[src/rtl/register_scoreboard.sv]
// register_scoreboard
//
// Register file with a per-register count of outstanding (issued but not yet
// retired) writes. Decode reads operands through two combinational ports and
// stalls while an operand is contended; it issues only while issue_ready is high.
//
// Ports:
//   clk, rst                     clock and synchronous active-high reset
//   register_read_N              read port N index (N = 1, 2)
//   register_read_N_data         read port N value, writeback bypassed
//   register_read_N_contended    read port N value still has a write in flight
//   issue_valid/issue_register   destination of an instruction leaving decode
//   issue_ready                  destination counter is below MAX_PENDING
//   writeback_valid/_register/_data  result write
//   squash_valid/squash_register     cancelled instruction's destination
//   underflow_error              sticky: a retire hit a register with count 0

module register_scoreboard #(
    parameter int DATA_WIDTH              = 32,
    parameter int NUM_REGISTERS           = 32,
    parameter int REGISTER_INDEXING_WIDTH = $clog2(NUM_REGISTERS),
    parameter int MAX_PENDING             = 3,
    parameter int PENDING_WIDTH           = $clog2(MAX_PENDING + 1)
) (
    input  logic                               clk,
    input  logic                               rst,
    input  logic [REGISTER_INDEXING_WIDTH-1:0] register_read_1,
    output logic [DATA_WIDTH-1:0]              register_read_1_data,
    output logic                               register_read_1_contended,
    input  logic [REGISTER_INDEXING_WIDTH-1:0] register_read_2,
    output logic [DATA_WIDTH-1:0]              register_read_2_data,
    output logic                               register_read_2_contended,
    input  logic                               issue_valid,
    input  logic [REGISTER_INDEXING_WIDTH-1:0] issue_register,
    output logic                               issue_ready,
    input  logic                               writeback_valid,
    input  logic [REGISTER_INDEXING_WIDTH-1:0] writeback_register,
    input  logic [DATA_WIDTH-1:0]              writeback_data,
    input  logic                               squash_valid,
    input  logic [REGISTER_INDEXING_WIDTH-1:0] squash_register,
    output logic                               underflow_error
);

    // Two extra bits: one for the +1 headroom, one for the sign.
    typedef logic signed [PENDING_WIDTH+1:0] sum_t;

    localparam logic [REGISTER_INDEXING_WIDTH-1:0] ZERO_INDEX = '0;
    localparam logic [PENDING_WIDTH-1:0] PENDING_MAX = PENDING_WIDTH'(MAX_PENDING);

    // Entry 0 is only ever loaded by reset, so it stays a constant zero.
    logic [DATA_WIDTH-1:0]    regs    [NUM_REGISTERS];
    logic [PENDING_WIDTH-1:0] pending [NUM_REGISTERS];

    logic [PENDING_WIDTH-1:0] pending_next [NUM_REGISTERS];
    logic                     any_underflow;

    // Net counter delta per register. Issue, writeback and squash may all land
    // on the same register; the sum is clamped, and going below zero is flagged.
    always_comb begin
        sum_t sum;
        logic issue_hit;
        logic wb_hit;
        logic sq_hit;
        sum           = '0;
        issue_hit     = 1'b0;
        wb_hit        = 1'b0;
        sq_hit        = 1'b0;
        any_underflow = 1'b0;
        pending_next[0] = '0;
        for (int r = 1; r < NUM_REGISTERS; r++) begin
            issue_hit = issue_valid     && (issue_register     == REGISTER_INDEXING_WIDTH'(r));
            wb_hit    = writeback_valid && (writeback_register == REGISTER_INDEXING_WIDTH'(r));
            sq_hit    = squash_valid    && (squash_register    == REGISTER_INDEXING_WIDTH'(r));
            sum = sum_t'({2'b00, pending[r]}) + sum_t'(issue_hit)
                  - sum_t'(wb_hit) - sum_t'(sq_hit);
            if (sum < sum_t'(0)) begin
                pending_next[r] = '0;
                any_underflow   = 1'b1;
            end else if (sum > sum_t'(MAX_PENDING)) begin
                // Issue while already full: saturate silently.
                pending_next[r] = PENDING_MAX;
            end else begin
                pending_next[r] = sum[PENDING_WIDTH-1:0];
            end
        end
    end

    // State update. Reset wins over every event arriving in the same cycle.
    always_ff @(posedge clk) begin
        if (rst) begin
            for (int r = 0; r < NUM_REGISTERS; r++) begin
                regs[r]    <= '0;
                pending[r] <= '0;
            end
            underflow_error <= 1'b0;
        end else begin
            for (int r = 1; r < NUM_REGISTERS; r++) begin
                pending[r] <= pending_next[r];
            end
            if (writeback_valid && (writeback_register != ZERO_INDEX)) begin
                regs[writeback_register] <= writeback_data;
            end
            underflow_error <= underflow_error | any_underflow;
        end
    end

    function automatic logic [DATA_WIDTH-1:0] read_data(
        input logic [REGISTER_INDEXING_WIDTH-1:0] index
    );
        if (index == ZERO_INDEX) begin
            return '0;
        end else if (writeback_valid && (writeback_register == index)) begin
            return writeback_data;
        end else begin
            return regs[index];
        end
    endfunction

    // A writeback or squash landing this cycle already releases the operand,
    // so subtract them before testing. Issue is deliberately not involved.
    function automatic logic read_contended(
        input logic [REGISTER_INDEXING_WIDTH-1:0] index
    );
        sum_t remaining;
        logic wb_hit;
        logic sq_hit;
        if (index == ZERO_INDEX) begin
            return 1'b0;
        end
        wb_hit    = writeback_valid && (writeback_register == index);
        sq_hit    = squash_valid    && (squash_register    == index);
        remaining = sum_t'({2'b00, pending[index]}) - sum_t'(wb_hit) - sum_t'(sq_hit);
        return remaining > sum_t'(0);
    endfunction

    always_comb begin
        register_read_1_data      = read_data(register_read_1);
        register_read_1_contended = read_contended(register_read_1);
        register_read_2_data      = read_data(register_read_2);
        register_read_2_contended = read_contended(register_read_2);
        issue_ready = (issue_register == ZERO_INDEX) || (pending[issue_register] < PENDING_MAX);
    end

endmodule
[config.mk]
export PLATFORM = sky130hd
export DESIGN_NAME = register_scoreboard
export DESIGN_NICKNAME = d
export VERILOG_FILES = /design/src/rtl/register_scoreboard.sv
export SDC_FILE = /design/constraint.sdc
export NUM_CORES = 2
export LEC_CHECK = 0
export CAP_MARGIN = 20
export CORE_UTILIZATION = 30
export DETAILED_ROUTE_END_ITERATION = 10
export PLACE_DENSITY = 0.49
export RECOVER_POWER = 50
export SLEW_MARGIN = 10
export SYNTH_ARGS = -nofsm -noshare
export SYNTH_HDL_FRONTEND = slang
export SYNTH_SLANG_ARGS = --single-unit
export TNS_END_PERCENT = 1
[constraint.sdc]
create_clock -name clk -period 5.9 [get_ports clk]
set_input_delay 0.59 -clock clk [delete_from_list [all_inputs] [get_ports clk]]
set_output_delay 0.59 -clock clk [all_outputs]
set_load 0.02 [all_outputs]
# Word-level counts from Yosys, hierarchy flattened
# Memories as Yosys holds them, arrays and structs flattened.
# Cells that the tools add are included.
# W data, S select, Z words.
[totals]
n_memories = 2
ram_bits = 1088
input_bits = 62
elab_cells = 541
reg_bits = 1
out_inout_bits = 68
[mem_list]
columns = ["memory", "depth", "word_bits", "read_ports", "rd_ports_with_merged_regs", "wr", "line", "text"]
rows = [
  ["regs", 32, 32, 2, 0, 32, "51", "logic [DATA_WIDTH-1:0] regs [NUM_REGISTERS];"],
  ["pending", 32, 2, 34, 0, 32, "52", "logic [PENDING_WIDTH-1:0] pending [NUM_REGISTERS];"],
]
[op_classes]
n_lt_le_gt_ge = 65
n_bitwise = 32
n_mux = 143
reduce_logical = 104
addsub = 97
n_eq_ne = 97
[ops]
columns = ["op", "count"]
rows = [
  ["$eq A5 B5 Y1 const B", 48],
  ["$mux W2", 93],
  ["$mux W32", 5],
  ["$gt A4 B3 Y1 const B", 31],
  ["$lt A4 B1 Y1 const B", 31],
  ["$sub A3 B1 Y4", 31],
  ["$sub A4 B2 Y4", 31],
  ["$eq A5 B4 Y1 const B", 24],
  ["$logic_and A1 B1 Y1", 98],
  ["$add A2 B1 Y3", 31],
  ["$eq A5 B3 Y1 const B", 12],
  ["$mux W1", 44],
  ["$or A1 B1 Y1", 32],
  ["$reduce_or A32 Y1", 1],
  ["$eq A5 B2 Y1 const B", 6],
  ["$eq A5 B5 Y1", 4],
  ["$eq A5 B1 Y1 const B", 3],
  ["$logic_not A5 Y1", 3],
  ["$gt A4 B1 Y1 const B", 2],
  ["$sub A3 B2 Y4", 2],
  ["$sub A2 B1 Y3", 2],
  ["$mux W5", 1],
  ["$reduce_bool A5 Y1", 1],
  ["$lt A2 B2 Y1 const B", 1],
  ["$logic_or A1 B1 Y1", 1],
]

# Depth between registers and ports, before layout
[depth]
depth_word = 38
ltp_mapped = 15
mapped_depth_nobuf = 13

# Worst setup path before layout
# No wires, ideal clock.
[synth_timing]
path_kind = "input port to output port"
from = "input register_read_1[0]"
to = "output register_read_1_contended"
required_ps = 5310
slack_ps = 1940
path_stages = 12
t_arrival_ps = 3370
cell_sequence = "buf_2 -> buf_6 -> buf_2 -> mux4_2 -> mux4_2 -> mux2i_1 -> ha_1 -> ha_1 -> inv_1 -> fa_1 -> o21ai_0 -> nor2_1"
[synth_between]
elab_chain_cells = 6
[synth_lines]
columns = ["item", "line", "text"]
rows = [
  ["from (decl)", "27", "input logic [REGISTER_INDEXING_WIDTH-1:0] register_read_1,"],
  ["branches (longest 5 deep; another with $sub A3 B2 Y4)", "n/a", ""],
  ["$mux W1 *", "130", "wb_hit = writeback_valid && (writeback_register == index);"],
  ["to (decl)", "29", "output logic register_read_1_contended,"],
]
# Mark *: on every way between the ends.

==> reports/metrics.cfg <==
[run_status]
outcome = complete, but fails checks
violations = capacitance limit, slew limit

[final_layout]
drive_gt1_share_pct = 20.5
layout_commonest_cell = edfxtp_1
syn2layout_area_growth_pct = 14.9
layout.nets = 4769
final_util_pct = 34.7
final_cell_mix = 1024 x edfxtp_1, 712 x and2_1, 513 x mux4_2
num-fill-cells = 19700

[grt]
grt_pass1_vias = 41700
overflow = 0
grt_max_degree = 95
antenna_found_initial = 36
grt_usage_pct = 25.2
grt_pass1_wl_um = 358000

[clock_network]
clock_latency_ns = 0.79
clk_root_buffer_cell = clkbuf_16
cts_sinks = 1087
cts_tree = done
cts_hold_buf = 0
clk_pin_slew_worst_paths_ns = 0.06
post-cts-setup-buffer-count = 0
cts-resized-gates = 0
h-tree-depth = 4
clock_path_buffers = 3
numCtsBuffers = 131

[setup_path]
worst-r2r-cell-count = 9
required_ns = 6.36
worst-path-max-fanout = 94
r2r_slack_ns = 3.61
endpoint_kind = flip-flop
cp.arrival_ns = 5.92
path_class = in -> reg
r2r-end = underflow_error
crit_path_start_kind = input port
r2r_start = pending[5][0]

[synthesis]
syn-cell-area_mm2 = 0.0616
dominantRegCellSynth = edfxtp_1
synthXorXnorAreaFrac_pct = 0.284
muxShareOfSynthArea_pct = 21.1
ys_ff_latch = 1087
avgSynthCellArea_um2 = 13.6
synth-compound-area-share_pct = 5.28
synth-async-reset-ratio_pct = 0
synth_cell_types = 58
synth_fa_ha_area_share_pct = 3.04
synth_top_family_by_area = multiplexers
yosys.area_share.simple_pct = 14.5
ys_seq_area_share_pct = 51.9
yosysWarningCount = 0
synth_edf_count = 1024
synthCells = 4526

[sta]
skew_ns = 0.0130
setup-tns-final_ns = 0
max_freq_mhz = 183
final.period_utilization_pct = 92.6
min_period_ns = 5.46
setup_viol = 0
rsz0062_at_grt = no
finalHoldViolations = 0
drv_slew = 1130
relSlewSlack_pct = -193
worst-slew-pin-transition_ns = 4.40

[placed_design]
dpl.hpwl_um = 154000
place_congestion = 0.850
port-buffer-count = 129

[power_and_ir_drop]
p_leak_uw = 0.0244
ir_worst_vdd_mv = 0.309
p_per_area_mw_per_mm2 = 281

[hold_path]
holdPathStages = 2
hold_start = rst
hold_path_end = pending[12][1]
min_path_type = in -> reg

[die]
die_y_um = 455
initial_utilization_pct = 30.2
die-area_mm2 = 0.207
core_area_mm2 = 0.204
rows = 166
io_pins = 130
die_w_um = 455

[drt]
final_antenna_net_count = 0
wl_per_cell_um = 35.7
drc = 0
drtIter0Drc = 6878
dr_total_vias = 43100
viasPerCell = 5.82
firstDrtPassIters = 7
finalWirelength_um = 264000

[job]
cap_viol_max_count = 47

[power by group]
group | total (uW) | leakage [uW] | internal (uW) | switching, uW
registers | 9090 | 0.0103 | 8850 | 231
clock network | 8080 | 0.00205 | 4460 | 3620
logic | 2770 | 0.0121 | 1090 | 1670
[registers in the layout (all words and copies together) (netlist names)]
signal and count:
underflow_error 1, regs 1024, pending 62
[cells by family (layout without fill, tap and decap cells)]
kind of cell    after synthesis  in the layout
mux                         657            657
flops                      1087           1087
xor+xnor                     20             20
fa+ha+maj                   130            130
simple gates               1573           1573
compound gates              496            496
buf+inv                     562            690
other cells                   1             63
[stage by stage]
stage	setup slack, ns	hold WS (ns)	total power (uW)	cells	instance area, um2
after floorplan	1.94	0.611	10700	4557	61800
after CTS	1.06	0.335	20000	7371	70900
final	0.436	0.357	19900	7404	70800
after detailed placement	1.07	0.738	12000	7130	66700
after global routing	0.519	0.362	20400	7381	70800
after global placement	0.895	0.725	12000	7129	66700
[synthesized netlist by cell type, types with 23 or more instances]
| library cell | n | area share [%] |
|---|---|---|
| edfxtp_1 | 1024 | 50 |
| a22oi_1 | 102 | 1.2 |
| nor3_1 | 37 | 0.30 |
| a21oi_1 | 114 | 0.93 |
| nor2b_1 | 23 | 0.23 |
| a31oi_1 | 24 | 0.24 |
| a22o_1 | 33 | 0.47 |
| nand2_1 | 197 | 1.2 |
| or2_2 | 33 | 0.33 |
| inv_1 | 123 | 0.75 |
| nand3_1 | 64 | 0.52 |
| mux2i_1 | 136 | 2.2 |
| nor2_1 | 123 | 0.75 |
| fa_1 | 33 | 1.1 |
| a211oi_1 | 35 | 0.43 |
| buf_2 | 79 | 0.64 |
| ha_1 | 97 | 2.0 |
| o21ai_0 | 66 | 0.54 |
| nand2b_1 | 42 | 0.43 |
| dfxtp_1 | 63 | 2.0 |
| clkbuf_1 | 308 | 1.9 |
| and2_1 | 999 | 10 |
| o22ai_1 | 53 | 0.54 |
| mux4_2 | 513 | 19 |
[critical path, stage by stage]
cell and delay, ns:
buf_6 0.61, clkbuf_1 2.64, or2_0 1.53, buf_12 0.38
[how the worst max path moves through the flow]
stage                                      endpoint  slack (ns)  depth (start not counted)                  start
after floorplan           register_read_1_contended        1.94                         12     register_read_1[0]
after global placement     register_read_1_data[31]        0.89                          9  writeback_register[4]
after detailed placement   register_read_1_data[31]        1.07                         10  writeback_register[4]
after CTS                  register_read_1_data[31]        1.06                         10  writeback_register[4]
after global routing                   regs[25][27]        0.52                          4                    rst
final                                   regs[27][5]        0.44                          4                    rst
[area by class of cell]
class                           count  area (um2)  area share [%]
Sequential cell                  1087       32000            45.2
Multi-Input combinational cell   2908       27700            39.1
Clock buffer                      158        3410            4.82
Tap cell                         2688        3360            4.75
Timing Repair Buffer              325        3030            4.28
Clock inverter                     83         783            1.11
Inverter                          124         465           0.657
Antenna cell                       31        77.6           0.110
[per-layer routing]
| metal | track usage [%] | up-vias | share of wire [%] |
|---|---|---|---|
| met2 | 39.5 | 2962 | 46 |
| li1 | - | 17100 | - |
| met5 | 0 | - | 0.010 |
| met4 | 10.6 | 4 | 4.3 |
| met1 | 33.8 | 22400 | 39 |
| met3 | 5.23 | 598 | 10 |
Power figures use the tool's default switching activity.
